`config.mk`:
```
export PLATFORM = sky130hd
export DESIGN_NAME = alu_mdu
export DESIGN_NICKNAME = d
export VERILOG_FILES = /design/src/rtl/alu_mdu.sv
export SDC_FILE = /design/constraint.sdc
export NUM_CORES = 1
export LEC_CHECK = 0
export BUFFER_PORTS_ARGS = -buffer_cell sky130_fd_sc_hd__buf_4
export CAP_MARGIN = 40
export CORE_ASPECT_RATIO = 1.75
export CORE_UTILIZATION = 45
export CTS_BUF_LIST = sky130_fd_sc_hd__clkbuf_8
export DETAILED_ROUTE_END_ITERATION = 10
export GPL_TIMING_DRIVEN = 0
export PLACE_DENSITY = 0.66
export SYNTH_ARGS = -nofsm -noshare
export SYNTH_HDL_FRONTEND = slang
export SYNTH_SLANG_ARGS = --single-unit
```
`constraint.sdc`:
```
create_clock -name clk -period 8 [get_ports clk]
set_input_delay 1.6 -clock clk [delete_from_list [all_inputs] [get_ports clk]]
set_output_delay 1.6 -clock clk [all_outputs]
set_load 0.01 [all_outputs]
```
`src/rtl/alu_mdu.sv`:
```
// Single-issue ALU plus iterative multiply/divide unit with a valid/ready handshake.
// ALU ops and divide special cases finish in one cycle; multiply and divide take XLEN iterations.
module alu_mdu #(
  parameter int XLEN = 32,
  parameter int SHW  = $clog2(XLEN)
) (
  input  logic            clk,
  input  logic            rst_n,
  input  logic            flush,
  input  logic            in_valid,
  output logic            in_ready,
  input  logic [4:0]      op,
  input  logic [XLEN-1:0] a,
  input  logic [XLEN-1:0] b,
  output logic            out_valid,
  input  logic            out_ready,
  output logic [XLEN-1:0] result,
  output logic            zero
);

  localparam int CW = $clog2(XLEN) + 1;

  typedef enum logic [1:0] {IDLE, CALC, DONE} state_t;
  typedef enum logic [4:0] {
    OP_ADD = 5'd0,  OP_SUB = 5'd1,  OP_XOR = 5'd2,  OP_OR  = 5'd3,
    OP_AND = 5'd4,  OP_SLL = 5'd5,  OP_SRL = 5'd6,  OP_SRA = 5'd7,
    OP_SLT = 5'd8,  OP_SLTU = 5'd9, OP_PASS = 5'd10,
    OP_MUL = 5'd16, OP_MULH = 5'd17, OP_MULHSU = 5'd18, OP_MULHU = 5'd19,
    OP_DIV = 5'd20, OP_DIVU = 5'd21, OP_REM = 5'd22, OP_REMU = 5'd23
  } op_e;

  state_t              state;
  logic [2:0]          mop_q;
  logic [2*XLEN-1:0]   acc;      // multiply: {partial high, multiplier}; divide: {remainder, quotient}
  logic [XLEN-1:0]     mcand;    // multiplicand or divisor magnitude
  logic                neg_q;
  logic                rneg_q;
  logic [CW-1:0]       cnt;

  logic                accept, is_mdu, is_div, div_zero, div_ovf;
  logic                a_signed, b_signed, a_neg, b_neg;
  logic [XLEN-1:0]     a_mag, b_mag, alu_res, mdu_res;
  logic [XLEN:0]       mul_sum, div_rs, div_diff;
  logic [2*XLEN-1:0]   acc_nxt, prod;

  assign in_ready = rst_n && (state == IDLE);
  assign accept   = in_valid && in_ready;

  assign is_mdu   = (op[4:3] == 2'b10);
  assign is_div   = is_mdu && op[2];
  assign a_signed = (op == OP_MULH) || (op == OP_MULHSU) || (op == OP_DIV) || (op == OP_REM);
  assign b_signed = (op == OP_MULH) || (op == OP_DIV) || (op == OP_REM);
  assign a_neg    = a_signed && a[XLEN-1];
  assign b_neg    = b_signed && b[XLEN-1];
  assign a_mag    = a_neg ? -a : a;
  assign b_mag    = b_neg ? -b : b;
  assign div_zero = is_div && (b == '0);
  assign div_ovf  = ((op == OP_DIV) || (op == OP_REM)) &&
                    (a == {1'b1, {(XLEN-1){1'b0}}}) && (&b);

  // Single-cycle results, including the divide corner cases that bypass iteration.
  always_comb begin
    // NOTE: default assignment first so every path drives alu_res and no latch is inferred.
    alu_res = a;
    case (op)
      OP_ADD:  alu_res = a + b;
      OP_SUB:  alu_res = a - b;
      OP_XOR:  alu_res = a ^ b;
      OP_OR:   alu_res = a | b;
      OP_AND:  alu_res = a & b;
      OP_SLL:  alu_res = a << b[SHW-1:0];
      OP_SRL:  alu_res = a >> b[SHW-1:0];
      OP_SRA:  alu_res = $signed(a) >>> b[SHW-1:0];
      OP_SLT:  alu_res = {{(XLEN-1){1'b0}}, $signed(a) < $signed(b)};
      OP_SLTU: alu_res = {{(XLEN-1){1'b0}}, a < b};
      OP_DIV, OP_DIVU: alu_res = div_zero ? '1 : a;
      OP_REM, OP_REMU: alu_res = div_zero ? a : '0;
      default: alu_res = a;
    endcase
  end

  // One radix-2 step: shift-add for multiply, restoring subtract for divide.
  always_comb begin
    mul_sum  = {1'b0, acc[2*XLEN-1:XLEN]} + ({1'b0, mcand} & {(XLEN+1){acc[0]}});
    div_rs   = {acc[2*XLEN-1:XLEN], acc[XLEN-1]};
    div_diff = div_rs - {1'b0, mcand};
    if (!mop_q[2])
      acc_nxt = {mul_sum, acc[XLEN-1:1]};
    else if (!div_diff[XLEN])
      acc_nxt = {div_diff[XLEN-1:0], acc[XLEN-2:0], 1'b1};
    else
      acc_nxt = {div_rs[XLEN-1:0], acc[XLEN-2:0], 1'b0};
  end

  always_comb begin
    prod = neg_q ? -acc_nxt : acc_nxt;
    case (mop_q)
      3'b000:               mdu_res = prod[XLEN-1:0];
      3'b001, 3'b010, 3'b011: mdu_res = prod[2*XLEN-1:XLEN];
      3'b100, 3'b101:       mdu_res = neg_q ? -acc_nxt[XLEN-1:0] : acc_nxt[XLEN-1:0];
      default:              mdu_res = rneg_q ? -acc_nxt[2*XLEN-1:XLEN] : acc_nxt[2*XLEN-1:XLEN];
    endcase
  end

  // NOTE: sequential state uses non-blocking assignments only, so every flop samples pre-edge values.
  always_ff @(posedge clk or negedge rst_n) begin
    if (!rst_n) begin
      state     <= IDLE;
      out_valid <= 1'b0;
      result    <= '0;
      zero      <= 1'b1;
      cnt       <= '0;
      mop_q     <= '0;
      acc       <= '0;
      mcand     <= '0;
      neg_q     <= 1'b0;
      rneg_q    <= 1'b0;
    end else if (flush) begin
      state     <= IDLE;
      out_valid <= 1'b0;
      cnt       <= '0;
    end else begin
      case (state)
        IDLE: if (accept) begin
          mop_q <= op[2:0];
          if (is_mdu && !div_zero && !div_ovf) begin
            acc    <= {{XLEN{1'b0}}, is_div ? a_mag : b_mag};
            mcand  <= is_div ? b_mag : a_mag;
            neg_q  <= a_neg ^ b_neg;
            rneg_q <= a_neg;
            cnt    <= '0;
            state  <= CALC;
          end else begin
            result    <= alu_res;
            zero      <= (alu_res == '0);
            out_valid <= 1'b1;
            state     <= DONE;
          end
        end
        CALC: begin
          acc <= acc_nxt;
          cnt <= cnt + 1'b1;
          if (cnt == CW'(XLEN-1)) begin
            result    <= mdu_res;
            zero      <= (mdu_res == '0);
            out_valid <= 1'b1;
            cnt       <= '0;
            state     <= DONE;
          end
        end
        DONE: if (out_ready) begin
          out_valid <= 1'b0;
          state     <= IDLE;
        end
        default: state <= IDLE;
      endcase
    end
  end

endmodule
```
==> run metrics, run 1 <==
Post-Syn Area roughly 26000 um^2; vias in the first global route 39.3k; largest net degree at the start of global routing 96; root buffer cell clkbuf_8; Failed at global routing; Top-Level Pins about 110; sequential element share of the synthesized area 13.6%; stop err [ERROR GRT-0116] Global routing finished with congestion. Check the congestion regions in the DRC Viewer.; Tot GR Track Use 74.9%; status stopped before the end; hpwl dp 142000 um; Yosys top cell area share about 14%; FF+latch count, synth 143; top_reg_cell synth dfrtp_1; first-pass GRT wire length 331000 um; Rows around 120; Final GP Congestion 1.17; Die H 322 um; gr ovfl total 1003; syn_nets 3815; hold buffer count at cts 0; Syn Inst Count 3567; Syn Area/Cell around 7.4 um^2; post-synth top area cell dfrtp_1; number of flops mapped to enable cells by yosys 0; Place WS -1.61 ns; Async SR Flop Fraction 100%; synth warn 0; # port buffers 108; largest cells by area after synthesis dfrtp_1 14%, ha_1 8.1%, mux4_2 6.0%; Netlist cell types 126; htree depth 4; Initial Util a little under half; CTS max path bufs 3; CTS Sinks about 140; die width approximately 180 um; total CTS buffers 25
what timing repair did:
| action | 4_1_cts |
|---|---|
| pin swaps | 1 |
| resized for setup | 11 |
| endpoints found under the setup margin | 9 |
| setup buffers | 1 |
per-layer routing:
| metal | track usage [%] | GRT overflow |
|---|---|---|
| met1 | 73.4 | 3 |
| met2 | 96.5 | 670 |
| met3 | 54.0 | 6 |
| met4 | 78.8 | 324 |
| met5 | 13.7 | 0 |
synthesized netlist by cell type, types with 13 or more instances:
| library cell | number |
|---|---|
| a31oi_1 | 50 |
| mux2_2 | 30 |
| and2_1 | 63 |
| xnor2_1 | 123 |
| nand2b_1 | 35 |
| o21bai_1 | 23 |
| or4_1 | 17 |
| o31ai_1 | 62 |
| buf_1 | 29 |
| dfrtp_1 | 142 |
| a2111oi_0 | 19 |
| nor4_1 | 38 |
| a311oi_1 | 13 |
| nor2b_1 | 22 |
| xor2_1 | 31 |
| and3_1 | 30 |
| a211o_1 | 17 |
| a21oi_1 | 233 |
| ha_1 | 170 |
| nand3_1 | 91 |
| o31a_1 | 17 |
| o2111ai_1 | 14 |
| buf_2 | 30 |
| a221oi_1 | 35 |
| nor3b_1 | 15 |
| nand2_1 | 354 |
| nand4_1 | 60 |
| mux2i_1 | 103 |
| o21a_1 | 29 |
| or3_1 | 27 |
| mux4_2 | 70 |
| o22ai_1 | 28 |
| clkbuf_1 | 175 |
| nor3_1 | 126 |
| a22oi_1 | 18 |
| a211oi_1 | 51 |
| o221ai_1 | 20 |
| a21o_1 | 50 |
| inv_1 | 166 |
| or2_2 | 17 |
| nor2_1 | 332 |
| o21ai_0 | 279 |
| o211ai_1 | 48 |
cell families after synthesis:
family	share of synthesized area, %
fa+ha+maj	8.40
simple gates	24.2
xor+xnor	5.13
compound gates	30.0
buf+inv	7.18
mux	11.6
flops	13.6
per-stage QoR:
step	instances	hold slack, ns	cell area [um^2]
after floorplan	3567	0.464	26300
after global placement	4442	0.474	28100
after detailed placement	4527	0.475	28800
after CTS	4558	0.499	29300
==> run 2: changes to the inputs <==
==> config.mk (replaced) <==
export PLATFORM = sky130hd
export DESIGN_NAME = alu_mdu
export DESIGN_NICKNAME = d
export VERILOG_FILES = /design/src/rtl/alu_mdu.sv
export SDC_FILE = /design/constraint.sdc
export NUM_CORES = 1
export LEC_CHECK = 0
export BUFFER_PORTS_ARGS = -buffer_cell sky130_fd_sc_hd__buf_4
export CAP_MARGIN = 40
export CORE_UTILIZATION = 30
export DETAILED_ROUTE_END_ITERATION = 10
export GPL_TIMING_DRIVEN = 0
export PLACE_DENSITY_LB_ADDON = 0.15
export SYNTH_ARGS = -nofsm -noshare
export SYNTH_HDL_FRONTEND = slang
export SYNTH_SLANG_ARGS = --single-unit
==> run metrics, run 2 <==
status finished, final reports clean (was stopped before the end); Worst Path Required 8.41 ns; post-route insts no fill roughly 4.9k; Largest Register acc; initial antenna violation count 4; Die ar. about 89000 um^2; crit share post-route 98.2%; RSZ-0062 raised after global routing no; FF+latch count, synth 143 (unchanged); most common cell in the netlist nand2_1 (unchanged); hpwl dp 137000 um (was 142000 um); power density over the cells 336 nW/um^2; Top-Level Pins 109 (unchanged); # DRC 0; Worst-Margin Slew 1.22 ns; Post-Syn Area 26300 um^2 (unchanged); fmax 127 MHz; Die H 298 um (was 322 um); WL/cell 34.1 um; vias post-DR 31.6k; Worst Hold Class reg2reg; vias in the first global route 29.9k; Max Clock Skew between 0.015 and 0.02 ns; LEAKAGE 12.2 nW; Tot GR Track Use between 30% and 40%; Fin. Hold Viols 0; number of flops mapped to enable cells by yosys 0 (unchanged); CTS max path bufs 2 (was 3); Initial DRC Count 4140; Async SR Flop Fraction 100% (unchanged); Routed Antenna Nets 0; drt pass-1 iters 6; Netlist cell types 126 (unchanged); Final min period between 7 and 8 ns; Worst VDD drop 0.000164 V; Max Cap Violations 0; CTS Sinks 143 (unchanged); syn_nets 3815 (unchanged); Final GP Congestion 1.04 (was 1.17); Yosys top cell area share 13.5% (unchanged); Final setup viols 0; largest cells by area after synthesis dfrtp_1 14%, ha_1 8.1%, mux4_2 6.0% (unchanged); Core ar. a little under 90000 um^2; CP Class reg2reg; crit path launch type flop; FILL cells 9603; sequential element share of the synthesized area 13.6% (unchanged); Max Fanout on Critical Path 19; first-pass GRT wire length 234000 um; Vias per Instance 6.42; Largest register FFs 64; gr ovfl total 0; Worst-path clk slew 0.08 ns; Power Total 0.0100 W; post-synth top area cell dfrtp_1 (unchanged); dpl cells 4890 (was 4527); Commonest cells post-synth 354 x nand2_1, 332 x nor2_1, 279 x o21ai_0 (unchanged); Worst Path Arrival 8.27 ns; Syn Area/Cell 7.37 um^2 (unchanged); commonest non-fill, non-tap cells in the layout 354 x nand2_1, 331 x nor2_1, 278 x o21ai_0; nets 4004; layout cells sized above 1 roughly an eighth; top_reg_cell synth dfrtp_1 (unchanged); Syn-to-layout area delta 13.3%; Rows 108 (was 116); CTS tree done; die width 298 um (was 185 um); Syn Inst Count 3567 (unchanged); root buffer cell clkbuf_16 (was clkbuf_8); # port buffers 108 (unchanged); CP endpoint kind flop; total CTS buffers 17 (was 25); largest net degree at the start of global routing 110; Slew Viols, Final 0; synth warn 0 (unchanged); slew margin rel. 18.5%; final WL 168000 um; htree depth 4 (unchanged); commonest non-fill, non-tap cell in the layout nand2_1; Regs by FF count acc (64), mcand (32), result (32); Initial Util 30.3% (was 45.7%); Clk Latency, worst-skew pair 0.49 ns
## run 2: logic make-up after synthesis
kind of cell	share of synthesized area (%)
buffers and inverters	7.18
AND/OR/NAND/NOR	24.2
adder cells (fa/ha/maj)	8.40
multiplexers	11.6
XOR/XNOR	5.13
AO/OA/AOI/OAI	30.0
flip-flops	13.6
## run 2: path summary, 6_finish.rpt
path | startpoint | to | slack (ns) | cells after the start
max | mop_q[2] | zero | 0.14 | 25
min | result[1] | result[1] | 0.49 | 1
max reg2reg | mop_q[2] | zero | 0.14 | 25
min reg2reg | result[1] | result[1] | 0.49 | 1
max in group asynchronous | rst_n | cnt[1] | 6.06 | 2
min in group asynchronous | rst_n | mcand[12] | 1.00 | 1
## run 2: layout make-up
class	instances	area (um^2)	area share, %
diodes	5	12.5	0.0420
plain buffers	261	1240	4.16
clock buffers	18	429	1.44
clock inverters	14	156	0.525
inverters	169	634	2.13
multi-input cells	2989	20900	70.3
flip-flops and latches	143	3580	12.0
well taps	1155	1450	4.85
repair buffers	175	1370	4.58
## run 2: routing by layer
| layer | track usage [%] | routed length [um] | part of all wire (%) | up-vias |
|---|---|---|---|---|
| met5 | 0 | 27 | 0.016 | - |
| met4 | 27.2 | 14800 | 8.8 | 4 |
| met3 | 6.15 | 13300 | 7.9 | 490 |
| met2 | 57.7 | 74400 | 44 | 1867 |
| met1 | 44.9 | 65400 | 39 | 15500 |
| li1 | - | - | - | 13700 |
## run 2: stage by stage
stage	hold slack [ns]	setup WS, ns	area, um^2	setup TNS [ns]	util (%)
2_1_floorplan	0.464	1.31	26300	0	-
3_3_place_gp	0.466	-4.03	28500	-50.28	32.9
3_5_place_dp	0.473	-1.21	29100	-6.16	33.5
4_1_cts	0.490	0.0162	29700	0	34.2
5_1_grt	0.508	0.0175	29800	0	34.3
6_report	0.486	0.141	29800	0	34.3
## run 2: worst max-delay path, stage by stage, from the launching register on
cell and delay, ns:
dfrtp_1 0.43, buf_4 0.21, buf_2 0.32, buf_2 0.41, buf_2 0.31, buf_2 0.28
buf_2 0.42, buf_4 0.41, buf_4 0.33, mux2i_1 0.36, ha_1 0.26, o221ai_1 0.18
or2_2 0.32, buf_1 0.19, or4_1 0.44, clkbuf_1 0.24, nor2_4 0.26, nand2_1 0.17
o31ai_1 0.40, nand2b_1 0.16, o211ai_1 0.11, a211oi_2 0.45, o2111ai_1 0.21, nor4_1 0.50
nand4_1 0.23, nand3_1 0.16
## run 2: repair_timing
| item | 4_1_cts | 5_1_grt |
|---|---|---|
| pin swaps | 0 | 3 |
| resized for setup | 8 | 12 |
| hold endpoints to repair | 0 | 0 |
| hold buffers | 0 | 0 |
| endpoints found under the setup margin | 6 | 21 |
| buffers inserted | 0 | 2 |
## run 2: power by group
part	internal, W	switching, W
registers	0.00101	0.000402
clock network	0.000465	0.000400
logic	0.00251	0.00523
total	0.00398	0.00603
No activity file was read; power rests on OpenSTA's default activity.
